===== config.mk =====
export PLATFORM = sky130hd
export DESIGN_NAME = matmul_dma_engine
export DESIGN_NICKNAME = d
export VERILOG_FILES = /design/src/rtl/matmul_dma_engine.sv
export SDC_FILE = /design/constraint.sdc
export NUM_CORES = 2
export LEC_CHECK = 0
export ABC_AREA = 1
export CORE_ASPECT_RATIO = 0.7
export CORE_UTILIZATION = 40
export CTS_CLUSTER_DIAMETER = 100
export CTS_CLUSTER_SIZE = 8
export DETAILED_ROUTE_END_ITERATION = 8
export SETUP_SLACK_MARGIN = 0.02
export SLEW_MARGIN = 20
export SYNTH_ARGS = -nofsm -noshare
export SYNTH_HDL_FRONTEND = slang
export SYNTH_SLANG_ARGS = --single-unit

===== constraint.sdc =====
create_clock -name clk_i -period 13.42 [get_ports clk_i]
set_input_delay 2.684 -clock clk_i [delete_from_list [all_inputs] [get_ports clk_i]]
set_output_delay 2.684 -clock clk_i [all_outputs]
set_load 0.005 [all_outputs]

===== src/rtl/matmul_dma_engine.sv =====
// matmul_dma_engine: bus-mastering matrix multiply engine, C[MxN] = A[MxK] * B[KxN].
// Loads A and B into local buffers over a one-outstanding-transfer bus,
// runs one signed MAC per cycle (K cycles per element), then writes each C element back.
// Optional feature macro: MATMUL_SAT_EN (saturating C words plus sticky sat_o flag).
module matmul_dma_engine #(
  parameter int MAX_DIM  = 4,
  parameter int DIM_W    = 3,
  parameter int STRIDE_W = 16
) (
  input  logic                clk_i,
  input  logic                rst_i,
  input  logic                start_i,
  input  logic [DIM_W-1:0]    dim_m_i,
  input  logic [DIM_W-1:0]    dim_k_i,
  input  logic [DIM_W-1:0]    dim_n_i,
  input  logic [31:0]         addr_a_i,
  input  logic [31:0]         addr_b_i,
  input  logic [31:0]         addr_c_i,
  input  logic [STRIDE_W-1:0] stride_a_i,
  input  logic [STRIDE_W-1:0] stride_b_i,
  input  logic [STRIDE_W-1:0] stride_c_i,
  output logic                busy_o,
  output logic                done_o,
  output logic                err_o,
`ifdef MATMUL_SAT_EN
  output logic                sat_o,
`endif
  output logic                mem_req_o,
  output logic                mem_we_o,
  output logic [3:0]          mem_be_o,
  output logic [31:0]         mem_addr_o,
  output logic [31:0]         mem_wdata_o,
  input  logic [31:0]         mem_rdata_i,
  input  logic                mem_gnt_i,
  input  logic                mem_ack_i
);

  localparam int ACC_W = 64 + $clog2(MAX_DIM) + 1;
  localparam int BUF_D = MAX_DIM * MAX_DIM;
  localparam int IDX_W = $clog2(BUF_D);
  localparam logic [DIM_W-1:0] ONE = DIM_W'(1);

  typedef enum logic [2:0] {
    S_IDLE, S_LOAD_A, S_LOAD_B, S_MAC, S_WRITE, S_DONE
  } state_t;

  // Bus sub-phase for the load/write states: issue a request, wait for the
  // grant, then wait for the ack.
  typedef enum logic [1:0] {
    PH_ISSUE, PH_REQ, PH_ACK
  } phase_t;

  state_t                state_q;
  phase_t                ph_q;
  logic [DIM_W-1:0]      m_q, k_q, n_q;
  logic [31:0]           base_a_q, base_b_q, base_c_q;
  logic [STRIDE_W-1:0]   stride_a_q, stride_b_q, stride_c_q;
  logic [DIM_W-1:0]      row_q, col_q, kk_q;
  logic [ACC_W-1:0]      acc_q;

  logic                  busy_q, done_q, err_q;
  logic                  req_q, we_q;
  logic [3:0]            be_q;
  logic [31:0]           addr_q, wdata_q;
`ifdef MATMUL_SAT_EN
  logic                  sat_q;
`endif

  // Local operand buffers, indexed row*MAX_DIM + col.
  logic [31:0]           a_buf_q [BUF_D];
  logic [31:0]           b_buf_q [BUF_D];

  logic                  xfer_done;
  logic                  dims_ok;
  logic [31:0]           sel_base;
  logic [STRIDE_W-1:0]   sel_stride;
  logic [DIM_W-1:0]      row_lim, col_lim;
  logic                  row_last, col_last;
  logic [31:0]           elem_addr;
  logic [IDX_W-1:0]      wr_idx, a_rd_idx, b_rd_idx;
  logic                  a_we, b_we;
  logic [31:0]           op_a, op_b;
  logic [63:0]           prod;
  logic [ACC_W-1:0]      acc_add;
  logic [31:0]           c_word;
  logic                  c_ovf;

  assign busy_o      = busy_q;
  assign done_o      = done_q;
  assign err_o       = err_q;
  assign mem_req_o   = req_q;
  assign mem_we_o    = we_q;
  assign mem_be_o    = be_q;
  assign mem_addr_o  = addr_q;
  assign mem_wdata_o = wdata_q;
`ifdef MATMUL_SAT_EN
  assign sat_o       = sat_q;
`endif

  // A transfer completes on an ack while one is outstanding (grant may coincide).
  assign xfer_done = ((ph_q == PH_REQ) && mem_gnt_i && mem_ack_i) ||
                     ((ph_q == PH_ACK) && mem_ack_i);

  assign dims_ok = (dim_m_i != '0) && (dim_m_i <= DIM_W'(MAX_DIM)) &&
                   (dim_k_i != '0) && (dim_k_i <= DIM_W'(MAX_DIM)) &&
                   (dim_n_i != '0) && (dim_n_i <= DIM_W'(MAX_DIM));

  // Select which matrix the row/col counters walk and build its element address.
  always_comb begin
    sel_base   = base_c_q;
    sel_stride = stride_c_q;
    row_lim    = m_q;
    col_lim    = n_q;
    case (state_q)
      S_LOAD_A: begin
        sel_base   = base_a_q;
        sel_stride = stride_a_q;
        row_lim    = m_q;
        col_lim    = k_q;
      end
      S_LOAD_B: begin
        sel_base   = base_b_q;
        sel_stride = stride_b_q;
        row_lim    = k_q;
        col_lim    = n_q;
      end
      default: ;
    endcase
    elem_addr = sel_base + (32'(row_q) * 32'(sel_stride)) + (32'(col_q) << 2);
    row_last  = (row_q == row_lim - ONE);
    col_last  = (col_q == col_lim - ONE);
  end

  assign wr_idx   = IDX_W'(row_q) * IDX_W'(MAX_DIM) + IDX_W'(col_q);
  assign a_rd_idx = IDX_W'(row_q) * IDX_W'(MAX_DIM) + IDX_W'(kk_q);
  assign b_rd_idx = IDX_W'(kk_q)  * IDX_W'(MAX_DIM) + IDX_W'(col_q);
  assign a_we     = (state_q == S_LOAD_A) && xfer_done;
  assign b_we     = (state_q == S_LOAD_B) && xfer_done;

  // Capture fetched words into the operand buffers (contents need no reset).
  always_ff @(posedge clk_i) begin
    if (a_we) a_buf_q[wr_idx] <= mem_rdata_i;
    if (b_we) b_buf_q[wr_idx] <= mem_rdata_i;
  end

  // Signed 32x32 product formed as a 64x64 product of sign-extended operands.
  assign op_a    = a_buf_q[a_rd_idx];
  assign op_b    = b_buf_q[b_rd_idx];
  assign prod    = {{32{op_a[31]}}, op_a} * {{32{op_b[31]}}, op_b};
  assign acc_add = {{(ACC_W-64){prod[63]}}, prod};

  // The accumulator fits in 32 signed bits iff all bits from 31 upward agree.
  assign c_ovf = !((&acc_q[ACC_W-1:31]) || !(|acc_q[ACC_W-1:31]));

`ifdef MATMUL_SAT_EN
  assign c_word = c_ovf ? (acc_q[ACC_W-1] ? 32'h8000_0000 : 32'h7FFF_FFFF) : acc_q[31:0];
`else
  assign c_word = acc_q[31:0];
`endif

  // Job sequencer: config latch, bus handshakes, MAC and all registered outputs.
  always_ff @(posedge clk_i or posedge rst_i) begin
    if (rst_i) begin
      state_q    <= S_IDLE;
      ph_q       <= PH_ISSUE;
      m_q        <= '0;
      k_q        <= '0;
      n_q        <= '0;
      base_a_q   <= '0;
      base_b_q   <= '0;
      base_c_q   <= '0;
      stride_a_q <= '0;
      stride_b_q <= '0;
      stride_c_q <= '0;
      row_q      <= '0;
      col_q      <= '0;
      kk_q       <= '0;
      acc_q      <= '0;
      busy_q     <= 1'b0;
      done_q     <= 1'b0;
      err_q      <= 1'b0;
      req_q      <= 1'b0;
      we_q       <= 1'b0;
      be_q       <= 4'h0;
      addr_q     <= '0;
      wdata_q    <= '0;
`ifdef MATMUL_SAT_EN
      sat_q      <= 1'b0;
`endif
    end else begin
      done_q <= 1'b0;
      err_q  <= 1'b0;
      case (state_q)
        S_IDLE: begin
          if (start_i) begin
            if (dims_ok) begin
              m_q        <= dim_m_i;
              k_q        <= dim_k_i;
              n_q        <= dim_n_i;
              base_a_q   <= addr_a_i;
              base_b_q   <= addr_b_i;
              base_c_q   <= addr_c_i;
              stride_a_q <= stride_a_i;
              stride_b_q <= stride_b_i;
              stride_c_q <= stride_c_i;
              row_q      <= '0;
              col_q      <= '0;
              kk_q       <= '0;
              ph_q       <= PH_ISSUE;
              busy_q     <= 1'b1;
              state_q    <= S_LOAD_A;
`ifdef MATMUL_SAT_EN
              sat_q      <= 1'b0;
`endif
            end else begin
              err_q <= 1'b1;
            end
          end
        end

        S_LOAD_A, S_LOAD_B, S_WRITE: begin
          case (ph_q)
            PH_ISSUE: begin
              req_q   <= 1'b1;
              addr_q  <= elem_addr;
              we_q    <= (state_q == S_WRITE);
              be_q    <= (state_q == S_WRITE) ? 4'hF : 4'h0;
              wdata_q <= (state_q == S_WRITE) ? c_word : 32'h0;
              ph_q    <= PH_REQ;
`ifdef MATMUL_SAT_EN
              if ((state_q == S_WRITE) && c_ovf) sat_q <= 1'b1;
`endif
            end
            PH_REQ: begin
              if (mem_gnt_i) begin
                req_q <= 1'b0;
                ph_q  <= mem_ack_i ? PH_ISSUE : PH_ACK;
              end
            end
            PH_ACK: begin
              if (mem_ack_i) ph_q <= PH_ISSUE;
            end
            default: ph_q <= PH_ISSUE;
          endcase

          if (xfer_done) begin
            if (col_last) begin
              col_q <= '0;
              if (row_last) row_q <= '0;
              else          row_q <= row_q + ONE;
            end else begin
              col_q <= col_q + ONE;
            end

            if (state_q == S_LOAD_A) begin
              if (row_last && col_last) state_q <= S_LOAD_B;
            end else if (state_q == S_LOAD_B) begin
              if (row_last && col_last) begin
                state_q <= S_MAC;
                kk_q    <= '0;
                acc_q   <= '0;
              end
            end else begin
              if (row_last && col_last) begin
                state_q <= S_DONE;
                done_q  <= 1'b1;
                busy_q  <= 1'b0;
              end else begin
                state_q <= S_MAC;
                kk_q    <= '0;
                acc_q   <= '0;
              end
            end
          end
        end

        S_MAC: begin
          acc_q <= acc_q + acc_add;
          if (kk_q == k_q - ONE) begin
            kk_q    <= '0;
            ph_q    <= PH_ISSUE;
            state_q <= S_WRITE;
          end else begin
            kk_q <= kk_q + ONE;
          end
        end

        S_DONE: state_q <= S_IDLE;

        default: state_q <= S_IDLE;
      endcase
    end
  end

endmodule


==> impl_metrics.py <==
metrics = {
    "routing": {
        "wl_mm": 214,
        "drc_errors": 0,
        "routedWlPerCell_um": 21.2,
        "drtIter0Drc": 5200,
        "firstDrtPassIters": 6,
        "num_vias": 52400,
        "vias_per_cell": 5.19,
        "ant_nets": 0,
    },
    "placed_design": {
        "place_congestion": 0.924,
        "post-dp-hpwl_mm": 136,
        "port_buffers": 262,
    },
    "sta": {
        "finalHoldViolations": 0,
        "min_period_ps": 11780,
        "finClkSkew_ps": 49.8,
        "fin_crit_sh": 0.878,
        "rsz0062_at_grt": "false",
        "worstMarginPinSlew_ps": 1140,
        "setup_viol": 0,
        "slew_viol_final": 0,
        "setup_tns_ps": 0,
        "fmax_mhz": 84.9,
        "slew_headroom": 0.234,
    },
    "final_layout": {
        "syn_to_final_growth_pct": 13.7,
        "layout-drive-gt1-share": 0.0684,
        "multi_input_area_mm2": 0.0297,
        "nFillCells": 16900,
        "regArea_mm2": 0.0375,
        "final_nets": 8437,
    },
    "grt": {
        "antenna_found_initial": 8,
        "met2_usage": 0.353,
        "grt_pass1_wl_mm": 326,
        "grt_max_degree": 169,
        "grt_pass1_vias": 52400,
        "grt-busiest-layer": "met2",
        "gr-usage-met3": 0.0455,
        "grt_util_met1": 0.335,
        "grt_use_total": 0.232,
        "gr-total-overflow": 0,
    },
    "die": {
        "start_util": 0.403,
        "ios": 263,
        "die_height_um": 361,
        "die_area_mm2": 0.186,
        "core-area_mm2": 0.182,
        "die_x_um": 515,
        "rows": 131,
    },
    "critical_path": {
        "max_stage_delay_ps": 780,
        "cp_common_cell": "inv_1",
        "critPathCaptureType": "register",
        "crit_type": "reg -> reg",
        "slowest_stage": "dfrtp_4",
        "cp_max_fo": 48,
        "required_ps": 14170,
        "worstRegToRegCells": 41,
        "start_kind": "register",
        "r2r_start": "kk_q[0]$_DFFE_PP0P_",
        "r2r_end": "acc_q[31]$_DFFE_PP0P_",
        "crit_arrival_ps": 12530,
        "reg2reg_slack_ps": 1640,
    },
    "clocking": {
        "cts_buffers": 181,
        "cts.sinks": 1292,
        "cts_tree": "done",
        "post_cts_buffers": 0,
        "h-tree-depth": 4,
        "path_clk_slew_ps": 50,
        "ctsHoldBuffers": 0,
        "clock-root-buffer": "clkbuf_16",
        "cts_buffer_depth": 3,
        "post_cts_resized": 0,
        "clk_latency_ps": 840,
    },
    "hold_path": {
        "min_to": "mem_addr_o[2]$_DFFE_PP0P_",
        "worst_hold_startpoint": "mem_addr_o[2]$_DFFE_PP0P_",
        "hold_class": "reg -> reg",
        "hold_depth": 2,
    },
    "synth": {
        "synthMuxAreaShare": 0.0139,
        "synth_top_area_cell": "edfxtp_1",
        "synth_top_family_by_area": "adder cells",
        "syn_avg_cell_area_um2": 9.99,
        "synthTopCellsByArea": "edfxtp_1 (42%), fa_1 (12%), dfrtp_1 (9.1%)",
        "synthAdderAreaFrac": 0.160,
        "yosys_warnings": 0,
        "synth-edff-count": 1024,
        "synth_compound_area_frac": 0.0698,
        "synthArstFlopShare": 0.207,
        "ys_ff_latch": 1292,
        "ys.flop_type": "edfxtp_1",
        "yosysTopAreaCellShare": 0.418,
        "yosys.area_share.simple": 0.147,
        "syn_area_mm2": 0.0736,
        "yosysSeqAreaShare": 0.509,
        "yosysUniqueCellTypes": 61,
        "syn-instance-count": 7364,
        "synth_xor_area_frac": 0.00988,
        "syn_nets": 8227,
    },
    "status": {
        "status": "complete, no violations",
    },
    "run": {
        "maxCapViolations": 0,
    },
}
[cell type report]
| class | count | share of cell area |
|---|---|---|
| antenna | 10 | 0.000299 |
| inverter | 1269 | 0.0572 |
| timing repair buffer | 386 | 0.0426 |
| clock inverter | 16 | 0.00396 |
| multi-input combinational | 4444 | 0.355 |
| sequential | 1292 | 0.448 |
| clock buffer | 210 | 0.0557 |
| tap | 2460 | 0.0368 |
[cells in the final DEF (no fill, tap or decap), types with 18 or more instances in the layout]
master           count
o21ai_1             37
ha_1               228
nor2_1             651
xnor2_1             29
buf_4              116
o22ai_1             44
fa_1               443
inv_1             1258
mux2_2              89
nand2_1           1512
nand3_1            429
clkdlybuf4s50_1    244
nand2_2             20
clkbuf_1            28
o21ai_0            437
dfrtp_1            264
clkbuf_16          182
xor2_1              49
edfxtp_1          1024
o211ai_1           130
buf_2               18
a21oi_1            198
[registers in the layout, indices dropped and copies added, names as in the netlist, 16 cells and up]
signal and count:
stride_c_q 16, base_b_q 32, mem_addr_o 32, b_buf_q 512, acc_q 32, stride_a_q 16
base_a_q 32, base_c_q 32, a_buf_q 512, mem_wdata_o 32, stride_b_q 16
[cell usage after synthesis, drive strengths merged, types with 11 or more instances]
master,number
o221ai,11
nor3,23
o22ai,44
nand2,1533
o21ai,477
buf,209
fa,443
xor2,49
o211ai,130
a31oi,11
dfrtp,268
nor2,669
xnor2,31
or2,14
clkbuf,150
inv,1268
a21oi,198
mux2,89
edfxtp,1024
ha,230
nand3,429
[metal layers]
layer	vias up	share of wire
met5	-	0
li1	24100	-
met2	2156	0.44
met1	25800	0.44
met4	0	0.025
met3	334	0.092
[worst max path at each step]
stage	end	start	cells past startpoint	slack (ps)
detailed placement	acc_q[31]$_DFFE_PP0P_	kk_q[0]$_DFFE_PP0P_	41	1830
global placement	acc_q[31]$_DFFE_PP0P_	kk_q[0]$_DFFE_PP0P_	39	2020
CTS	acc_q[31]$_DFFE_PP0P_	kk_q[0]$_DFFE_PP0P_	41	1840
finish	acc_q[31]$_DFFE_PP0P_	kk_q[0]$_DFFE_PP0P_	41	1640
global route	acc_q[31]$_DFFE_PP0P_	kk_q[0]$_DFFE_PP0P_	42	1020
floorplan	acc_q[0]$_DFFE_PP0P_	rst_i	1	3350
[kinds of logic after synthesis]
group / after synthesis
and+or+nand+nor: 2690
buffers and inverters: 1628
DFF: 1292
AOI/OAI and AO/OA: 910
adders and majority gates: 673
muxes: 91
xor gates and xnor gates: 80
[per-stage QoR]
step / cell area, um^2 / utilization / worst slack [ps] / hold WS (ps) / std cells
global placement: 78700 / 0.431 / 2020 / 465 / 9851
detailed placement: 78700 / 0.431 / 1830 / 465 / 9851
finish: 83600 / 0.458 / 1640 / 479 / 10100
floorplan: 73600 / - / 3350 / 452 / 7364
global route: 83600 / 0.458 / 1020 / 501 / 10100
CTS: 83700 / 0.459 / 1840 / 479 / 10100
[critical path, delay by kind of cell, from the launching register on]
kind                       cells  cell delay, ps
buffers and inverters         10            1940
and+or+nand+nor                9            1600
adders and majority gates     11            5040
DFF                            1             780
xor gates and xnor gates       1              90
AOI/OAI and AO/OA             10            2180
Power is not shown: default switching activity piles up to over one toggle a cycle in this logic, so the estimate is an artifact.
